$ cat config.mk
export PLATFORM = sky130hd
export DESIGN_NAME = upg_loader_ctrl
export DESIGN_NICKNAME = d
export VERILOG_FILES = /design/src/rtl/upg_pkg.sv /design/src/rtl/sync_edge.sv /design/src/rtl/upg_loader_ctrl.sv
export SDC_FILE = /design/constraint.sdc
export NUM_CORES = 1
export LEC_CHECK = 0
export CAP_MARGIN = 20
export CORE_UTILIZATION = 50
export DETAILED_ROUTE_END_ITERATION = 16
export GPL_TIMING_DRIVEN = 0
export PLACE_DENSITY = 0.82
export SYNTH_ARGS = -nofsm -noshare
export SYNTH_HDL_FRONTEND = slang
export SYNTH_SLANG_ARGS = --single-unit
$ cat constraint.sdc
create_clock -name clk -period 1.7 [get_ports clk]
set_input_delay 0.51 -clock clk [delete_from_list [all_inputs] [get_ports clk]]
set_output_delay 0.51 -clock clk [all_outputs]
set_load 0.1 [all_outputs]
$ cat src/rtl/upg_pkg.sv
// Shared definitions for the UART program-load port: state encoding and the
// address/data widths also used by cpu_top for the upg_* wires.
package upg_pkg;

  localparam int unsigned UPG_REGION_BIT = 14;
  localparam int unsigned UPG_ADR_W      = 15;
  localparam int unsigned UPG_DAT_W      = 32;

  typedef enum logic [1:0] {
    StIdle,
    StLoadI,
    StLoadD,
    StFlush
  } upg_state_e;

  // Builds a programming-port address from the target region and word index.
  function automatic logic [UPG_ADR_W-1:0] upg_adr(input logic dmem,
                                                  input logic [UPG_REGION_BIT-1:0] idx);
    return {dmem, idx};
  endfunction

endpackage

$ cat src/rtl/sync_edge.sv
// Two-flop synchronizer followed by a registered rising-edge pulse.
module sync_edge (
  input  logic clk_i,
  input  logic rst_ni,
  input  logic d_i,
  output logic pulse_o
);

  logic meta_q, meta_d;
  logic sync_q, sync_d;
  logic prev_q, prev_d;
  logic pulse_q, pulse_d;

  always_comb begin
    meta_d  = d_i;
    sync_d  = meta_q;
    prev_d  = sync_q;
    pulse_d = sync_q & ~prev_q;
  end

  always_ff @(posedge clk_i or negedge rst_ni) begin
    if (!rst_ni) begin
      meta_q  <= 1'b0;
      sync_q  <= 1'b0;
      prev_q  <= 1'b0;
      pulse_q <= 1'b0;
    end else begin
      meta_q  <= meta_d;
      sync_q  <= sync_d;
      prev_q  <= prev_d;
      pulse_q <= pulse_d;
    end
  end

  assign pulse_o = pulse_q;

endmodule

$ cat src/rtl/upg_loader_ctrl.sv
// UART program loader: assembles little-endian words from received bytes and
// writes them to program ROM then data memory through the upg_* port.
module upg_loader_ctrl
  import upg_pkg::*;
#(
  parameter int unsigned IMEM_WORDS = 16384,
  parameter int unsigned DMEM_WORDS = 16384,
  parameter int unsigned TIMEOUT    = 1000000
) (
  input  logic                 clk,
  input  logic                 rst,
  input  logic                 start_pg,
  input  logic                 rx_valid,
  input  logic [7:0]           rx_data,
  output logic                 upg_wen_o,
  output logic [UPG_ADR_W-1:0] upg_adr_o,
  output logic [UPG_DAT_W-1:0] upg_dat_o,
  output logic                 upg_done_o,
  output logic                 load_err_o
);

  localparam int unsigned IdxW   = UPG_REGION_BIT;
  localparam int unsigned TimerW = (TIMEOUT > 1) ? $clog2(TIMEOUT) : 1;

  localparam logic [IdxW-1:0]   ImemLast = IdxW'(IMEM_WORDS - 1);
  localparam logic [IdxW-1:0]   DmemLast = (DMEM_WORDS == 0) ? '0 : IdxW'(DMEM_WORDS - 1);
  localparam logic [TimerW-1:0] TimerMax = TimerW'(TIMEOUT - 1);

  upg_state_e state_q, state_d;

  logic [1:0]           cnt_q, cnt_d;
  logic [IdxW-1:0]      idx_q, idx_d;
  logic [TimerW-1:0]    timer_q, timer_d;
  logic [UPG_DAT_W-1:0] word_q, word_d;
  logic                 last_q, last_d;
  logic                 wen_q, wen_d;
  logic [UPG_ADR_W-1:0] adr_q, adr_d;
  logic [UPG_DAT_W-1:0] dat_q, dat_d;
  logic                 done_q, done_d;
  logic                 err_q, err_d;

  logic start_edge;

  sync_edge u_sync_edge (
    .clk_i   (clk),
    .rst_ni  (rst),
    .d_i     (start_pg),
    .pulse_o (start_edge)
  );

  always_comb begin
    state_d = state_q;
    cnt_d   = cnt_q;
    idx_d   = idx_q;
    timer_d = timer_q;
    word_d  = word_q;
    last_d  = last_q;
    wen_d   = 1'b0;
    adr_d   = adr_q;
    dat_d   = dat_q;
    done_d  = done_q;
    err_d   = err_q;

    unique case (state_q)
      StIdle: begin
        if (start_edge) begin
          state_d = StLoadI;
          err_d   = 1'b0;
          cnt_d   = '0;
          idx_d   = '0;
          timer_d = '0;
          last_d  = 1'b0;
          done_d  = 1'b0;
        end
      end

      StLoadI, StLoadD: begin
        if (rx_valid) begin
          timer_d = '0;
          word_d  = {rx_data, word_q[UPG_DAT_W-1:8]};
          cnt_d   = cnt_q + 2'd1;
          if (cnt_q == 2'd3) begin
            wen_d  = 1'b1;
            adr_d  = upg_adr(state_q == StLoadD, idx_q);
            dat_d  = word_d;
            last_d = (state_q == StLoadI) ? (idx_q == ImemLast) : (idx_q == DmemLast);
            idx_d  = last_d ? '0 : idx_q + IdxW'(1);
          end
        end else if (timer_q == TimerMax) begin
          // Byte timeout: abandon any partial word and hand the port back.
          state_d = StIdle;
          err_d   = 1'b1;
          done_d  = 1'b1;
        end else begin
          timer_d = timer_q + TimerW'(1);
        end

        // Region switch waits for the final strobe so it is never cut short.
        if (wen_q && last_q) begin
          last_d = 1'b0;
          if (state_q == StLoadI && DMEM_WORDS != 0) begin
            state_d = StLoadD;
          end else begin
            state_d = StFlush;
          end
        end
      end

      StFlush: begin
        state_d = StIdle;
        done_d  = 1'b1;
      end

      default: begin
        state_d = StIdle;
        done_d  = 1'b1;
      end
    endcase
  end

  always_ff @(posedge clk or negedge rst) begin
    if (!rst) begin
      state_q <= StIdle;
      cnt_q   <= '0;
      idx_q   <= '0;
      timer_q <= '0;
      word_q  <= '0;
      last_q  <= 1'b0;
      wen_q   <= 1'b0;
      adr_q   <= '0;
      dat_q   <= '0;
      done_q  <= 1'b1;
      err_q   <= 1'b0;
    end else begin
      state_q <= state_d;
      cnt_q   <= cnt_d;
      idx_q   <= idx_d;
      timer_q <= timer_d;
      word_q  <= word_d;
      last_q  <= last_d;
      wen_q   <= wen_d;
      adr_q   <= adr_d;
      dat_q   <= dat_d;
      done_q  <= done_d;
      err_q   <= err_d;
    end
  end

  assign upg_wen_o  = wen_q;
  assign upg_adr_o  = adr_q;
  assign upg_dat_o  = dat_q;
  assign upg_done_o = done_q;
  assign load_err_o = err_q;

endmodule

Word-level counts from Yosys, hierarchy flattened
Cells that the tools add are included.
Widths: inputs -> output; s select.

word-level totals
  register bits after elaboration = 125
  bits of input ports = 12
  output and inout port bits = 50
  word-level logic and storage cells = 79

operators by class
  $add $sub $neg = 3
  equal/unequal tests = 16
  muxes and demuxes = 30
  bitwise logic cells = 2
  reductions and logical operators = 13

operator list
  cell                   count
  $mux 20                3
  $mux 14                4
  $pmux 20 s2            1
  $pmux 14 s2            1
  $add 20x1->20 const B  1
  $eq 20x20->1 const B   1
  $ne 3x3->1 const B     5
  $reduce_and 3->1       5
  $add 14x1->14 const B  1
  $eq 14x14->1 const B   1
  $mux 2                 6
  $reduce_and 4->1       3
  $mux 1                 10
  $ne 2x2->1 const B     4
  $eq 2x2->1 const B     3
  $pmux 2 s3             1
  $pmux 1 s2             2
  $pmux 2 s2             1
  $pmux 1 s3             1
  $add 2x1->2 const B    1
  $eq 2x1->1 const B     1
  $logic_not 2->1        1
  $ne 2x1->1 const B     1
  $reduce_and 2->1       1
  5 further kinds        5

Depth between registers and ports, before layout
  word-level depth = 5
  depth in mapped cells = 8
  gate-level depth less buffers = 7

Modules after synthesis
Synthesis repeated with hierarchy kept, for this count alone.

second synthesis, totals
  cells, all modules = 418
  area, all modules = 5,211.2 um^2

modules (own cells, without submodules)
  module           times used  cells each  area each (um^2)  sequential area each (um^2)
  upg_loader_ctrl  1           413         5,097.4           2,829.0
  sync_edge        1           5           113.9             100.1

Worst setup path before layout
OpenSTA, ideal clock, no wires.

  path type = register to register
  from = reg state_q[0]
  to = reg word_q[11]
  setup time = 0.125 ns
  arrival time = 1.722 ns
  required time = 1.575 ns
  setup slack = -0.146 ns
  cell stages (with the launch flop) = 7
  path buffers = 2
  clock period less this slack = 1.846 ns
  path through = dfrtp_1 inv_1 ha_1 buf_2 nand2_1 buf_2 mux2_2

between the ends
  longest elaborated chain between the ends = 3
  elaborated cells on any way between the ends = 4
  those cells by class = eq/ne (2); reduce/logical (2)

RTL lines
  what                                      line                    text
  start, declared                           upg_loader_ctrl.sv:29   upg_state_e state_q, state_d;
  start signal, assigned                    upg_loader_ctrl.sv:123  state_q <= StIdle;
  start signal, assigned                    upg_loader_ctrl.sv:135  state_q <= state_d;
  $eq 2x2->1 or $eq 2x1->1 (tied branches)  upg_loader_ctrl.sv:64   unique case (state_q)
  $reduce_or 2->1 *                         upg_loader_ctrl.sv:64
  $reduce_and 2->1 (no source line) *       n/a
  end signal, assigned                      upg_loader_ctrl.sv:139  word_q <= word_d;
  end, declared                             upg_loader_ctrl.sv:34   logic [UPG_DAT_W-1:0] word_q, word_d;

Mark *: on every way between the ends. The rest lies on a longest branch, timed or not.
A chain may end at the register's enable or synchronous reset.

Final worst setup path
  from = reg state_q[0]
  to = reg idx_q[11]

between the ends
  longest elaborated chain between the ends = 4
  elaborated cells on any way between the ends = 10
  those cells by class = eq/ne (5); mux (1); reduce/logical (4)

RTL lines
  what                                                              line                                          text
  $eq 2x2->1 or $eq 2x1->1 (tied branches)                          upg_loader_ctrl.sv:64, upg_loader_ctrl.sv:86
  $reduce_or 2->1                                                   upg_loader_ctrl.sv:64
  $ne 2x2->1 (no source line) or $reduce_bool 2->1 (tied branches)  n/a
  $reduce_and 4->1 (no source line)                                 n/a
  end signal, assigned                                              upg_loader_ctrl.sv:137                        idx_q <= idx_d;
  end, declared                                                     upg_loader_ctrl.sv:32                         logic [IdxW-1:0] idx_q, idx_d;

Parallel ways exist; a longest one is shown, timed or not.

==> out/qor.yml <==
logic_synthesis:
  yosys_warnings: 0
  synth_cell_types: 51
  syn_area_sq_um: 5220
  seq_area_frac_synth_pct: 56.1
  ys_ff_latch: 117
  synthCells: 420
  async_flop_share_pct: 100
  synth_edf_count: 0
  ys.flop_type: "dfrtp_1"
  syn-num-nets: 440
  synth_area_per_cell_sq_um: 12.4
finish:
  mostFrequentLayoutCells: "dfrtp_1 (108), mux2_2 (70), buf_6 (52), buf_4 (45), nand2_1 (22)"
  syn_to_final_growth_pct: 44.7
  drive_above_1_share_pct: 52.0
  final_cells: 691
  nFillCells: 510
  post-route-cell-area_sq_um: 7560
  multiInputGateArea_sq_um: 2550
  layout.nets: 565
  final_common_cell: "dfrtp_1"
  register_area_sq_um: 2940
  antenna_cells: 0
critical_path:
  cp_slowest_stage_delay_ns: 0.39
  crit_top_cell: "buf_4"
  r2r_cells: 9
  cp_slowest_cell: "dfrtp_1"
  crit_path_start: "state_q[0]$_DFFE_PN0P_"
  cp.required_ns: 2.15
  reg2reg_from: "state_q[0]$_DFFE_PN0P_"
  end_kind: "flip-flop"
  critical_path.max_fanout: 7
  crit_path_start_kind: "flip-flop"
  arrival_ns: 2.45
  rr_endpoint: "idx_q[11]$_DFFE_PN0P_"
  criticalPathCategory: "flip-flop to flip-flop"
  r2r_slack_ns: -0.30
  path_cells: "inv_2 -> ha_4 -> buf_4 -> clkinvlp_4 -> buf_6 -> a21oi_4 -> buf_4 -> nor2_4 -> nor2_1"
sta:
  worstMarginPinSlew_ns: 0.947
  setup_slack_ns: -0.304
  finalSetupViolCount: 83
  fin_crit_sh_pct: 118
  hold_viol: 0
  maxSlewHeadroom_pct: 36.8
  rsz0062_at_grt: "true"
  period_needed_ns: 2.00
  fin_skew_ns: 0.00693
  slew_viol_final: 0
  max_freq_mhz: 499
clock_tree:
  insertion_delay_ns: 0.54
  clkSinkCount: 117
  numCtsBuffers: 17
  cts_hold_buf: 0
  h-tree-depth: 4
  clk_pin_slew_ns: 0.06
  cts-root-buf: "clkbuf_8"
  cts_buffer_depth: 2
  cts_tree: "built"
drt:
  drtPass1Iterations: 5
  antenna_left: 0
  drt-total-wl_microns: 15800
  drc: 0
  drtIter0Drc: 411
  wire_per_inst_microns: 22.8
  post_drt_via_cell_ratio: 6.33
  via_count: 4371
floorplan:
  die_w_microns: 104
  initial_utilization_pct: 52.5
  dieArea_sq_um: 10900
  core_sq_um: 9950
  rows: 36
  ioPinCount: 62
  die_y_microns: 104
status:
  status: "finished with violations"
  violations: "setup timing"
power_and_ir_drop:
  total_power_mw: 13.1
  pwr-share-comb_pct: 41.6
  power_frac_seq_pct: 29.8
  p_switching_mw: 5.94
  p_int_mw: 7.16
  power_density_nw_per_um2: 1730
  total_leakage_power_nw: 3.33
  ir_drop_v: 0.00214
  swShare_pct: 45.3
  clkPwrFrac_pct: 28.6
global_route:
  grt_pass1_vias: 4427
  grt_pass1_wl_microns: 23000
  gr-total-overflow: 0
  antenna_found_initial: 0
  track_usage_pct: 27.4
  grt_max_degree: 75
placement:
  dp_cells: 615
  dp_hpwl_microns: 7660
  gp_congestion: 0.870
  post_dp_cell_area_sq_um: 6060
  portBuffers: 61
worst_hold_path:
  hold_path_class: "primary input to async pin"
flow_run:
  maxCapViolations: 0
routing by layer:
metal	share of wire, %	up-vias	global-route usage [%]
met5	0	-	0
met1	37	2192	32.1
met4	4.2	0	15.2
li1	-	1814	-
met3	8.2	76	7.83
met2	50	289	45.4
cell type report:
| type | instances | share of cell area, % |
|---|---|---|
| inverters | 9 | 0.497 |
| clock buffers | 17 | 5.48 |
| flip-flops and latches | 117 | 38.9 |
| plain buffers | 11 | 1.74 |
| repair buffers | 108 | 14.9 |
| clock inverters | 15 | 2.58 |
| multi-input cells | 281 | 33.7 |
| well taps | 133 | 2.20 |
critical path, delay by kind of cell (launching register included):
family	cells	cell delay [ns]
buf+inv	5	0.77
flops	1	0.39
fa+ha+maj	1	0.31
compound gates	1	0.24
simple gates	2	0.19
cells by family (layout without fill, tap and decap cells):
group / after synthesis / in the layout / share of synthesized area, %
AOI/OAI and AO/OA: 88 / 88 / 11.0
buffers and inverters: 22 / 160 / 1.99
and+or+nand+nor: 107 / 107 / 12.3
DFF: 117 / 117 / 56.1
adders and majority gates: 8 / 8 / 1.92
xor gates and xnor gates: 5 / 5 / 0.839
muxes: 73 / 73 / 15.8
cell usage after synthesis, types with 4 or more instances:
cell      number  area [sq um]
o21ai_0       29           145
nand2b_1       6          37.5
a41oi_1        6          52.6
nand2_1       29           109
mux2_2        70           788
xor2_1         4          35.0
buf_2          5          25.0
nand4_1        8          50.1
and4_1         4          35.0
ha_1           8           100
a21oi_1       16          80.1
inv_1          9          33.8
and3_1        10          62.6
and2_1         7          43.8
nor2_1        14          52.6
a31oi_1       16           100
nand3_1       11          55.1
dfrtp_1      116          2900
buf_1          5          18.8
sequential cells by signal, summed over array words and instances, names as in the netlist:
signal / flops
upg_adr_o: 15
last_q: 1
upg_dat_o: 32
timer_q: 20
word_q: 24
cnt_q: 2
state_q: 2
u_sync_edge.prev_d: 1
u_sync_edge.prev_q: 1
load_err_o: 1
u_sync_edge.meta_q: 1
upg_wen_o: 1
upg_done_o: 1
idx_q: 14
u_sync_edge.pulse_o: 1
worst max path at each step:
stage / endpoint / slack (ns) / depth (start not counted)
6_report: idx_q[11]$_DFFE_PN0P_ / -0.30 / 9
5_1_grt: idx_q[11]$_DFFE_PN0P_ / -0.36 / 9
4_1_cts: timer_q[9]$_DFFE_PN0P_ / -0.09 / 8
3_5_place_dp: upg_dat_o[24]$_DFFE_PN0P_ / -0.76 / 4
3_3_place_gp: idx_q[5]$_DFFE_PN0P_ / -4.14 / 1
2_1_floorplan: upg_dat_o[10]$_DFFE_PN0P_ / 0.002 / 5
metrics by stage:
stage	hold WS (ns)	setup slack [ns]	utilization [%]	setup TNS, ns
final	0.120	-0.304	75.9	-8.41
after global routing	0.214	-0.363	75.9	-13.41
after CTS	0.160	-0.0871	71.3	-0.725
after detailed placement	0.356	-0.758	60.9	-70.75
after global placement	0.334	-4.14	60.7	-550.04
after floorplan	0.214	0.00155	-	0
timing repair:
action / in CTS / in global routing
gates cloned: 3 / 1
gates resized for setup: 396 / 85
pin swaps: 24 / 28
setup endpoints to repair: 153 / 133
setup buffers: 26 / 17
power groups by stage:
stage | Combinational (mW) | Sequential, mW | Clock (mW)
after floorplan | 0.734 | 6.85 | 0
after global placement | 5.01 | 3.74 | 0
after detailed placement | 5.07 | 3.78 | 0
after CTS | 5.16 | 3.81 | 3.68
after global routing | 5.58 | 3.96 | 3.86
final | 5.45 | 3.90 | 3.74
(Power assumes the default switching activity.)
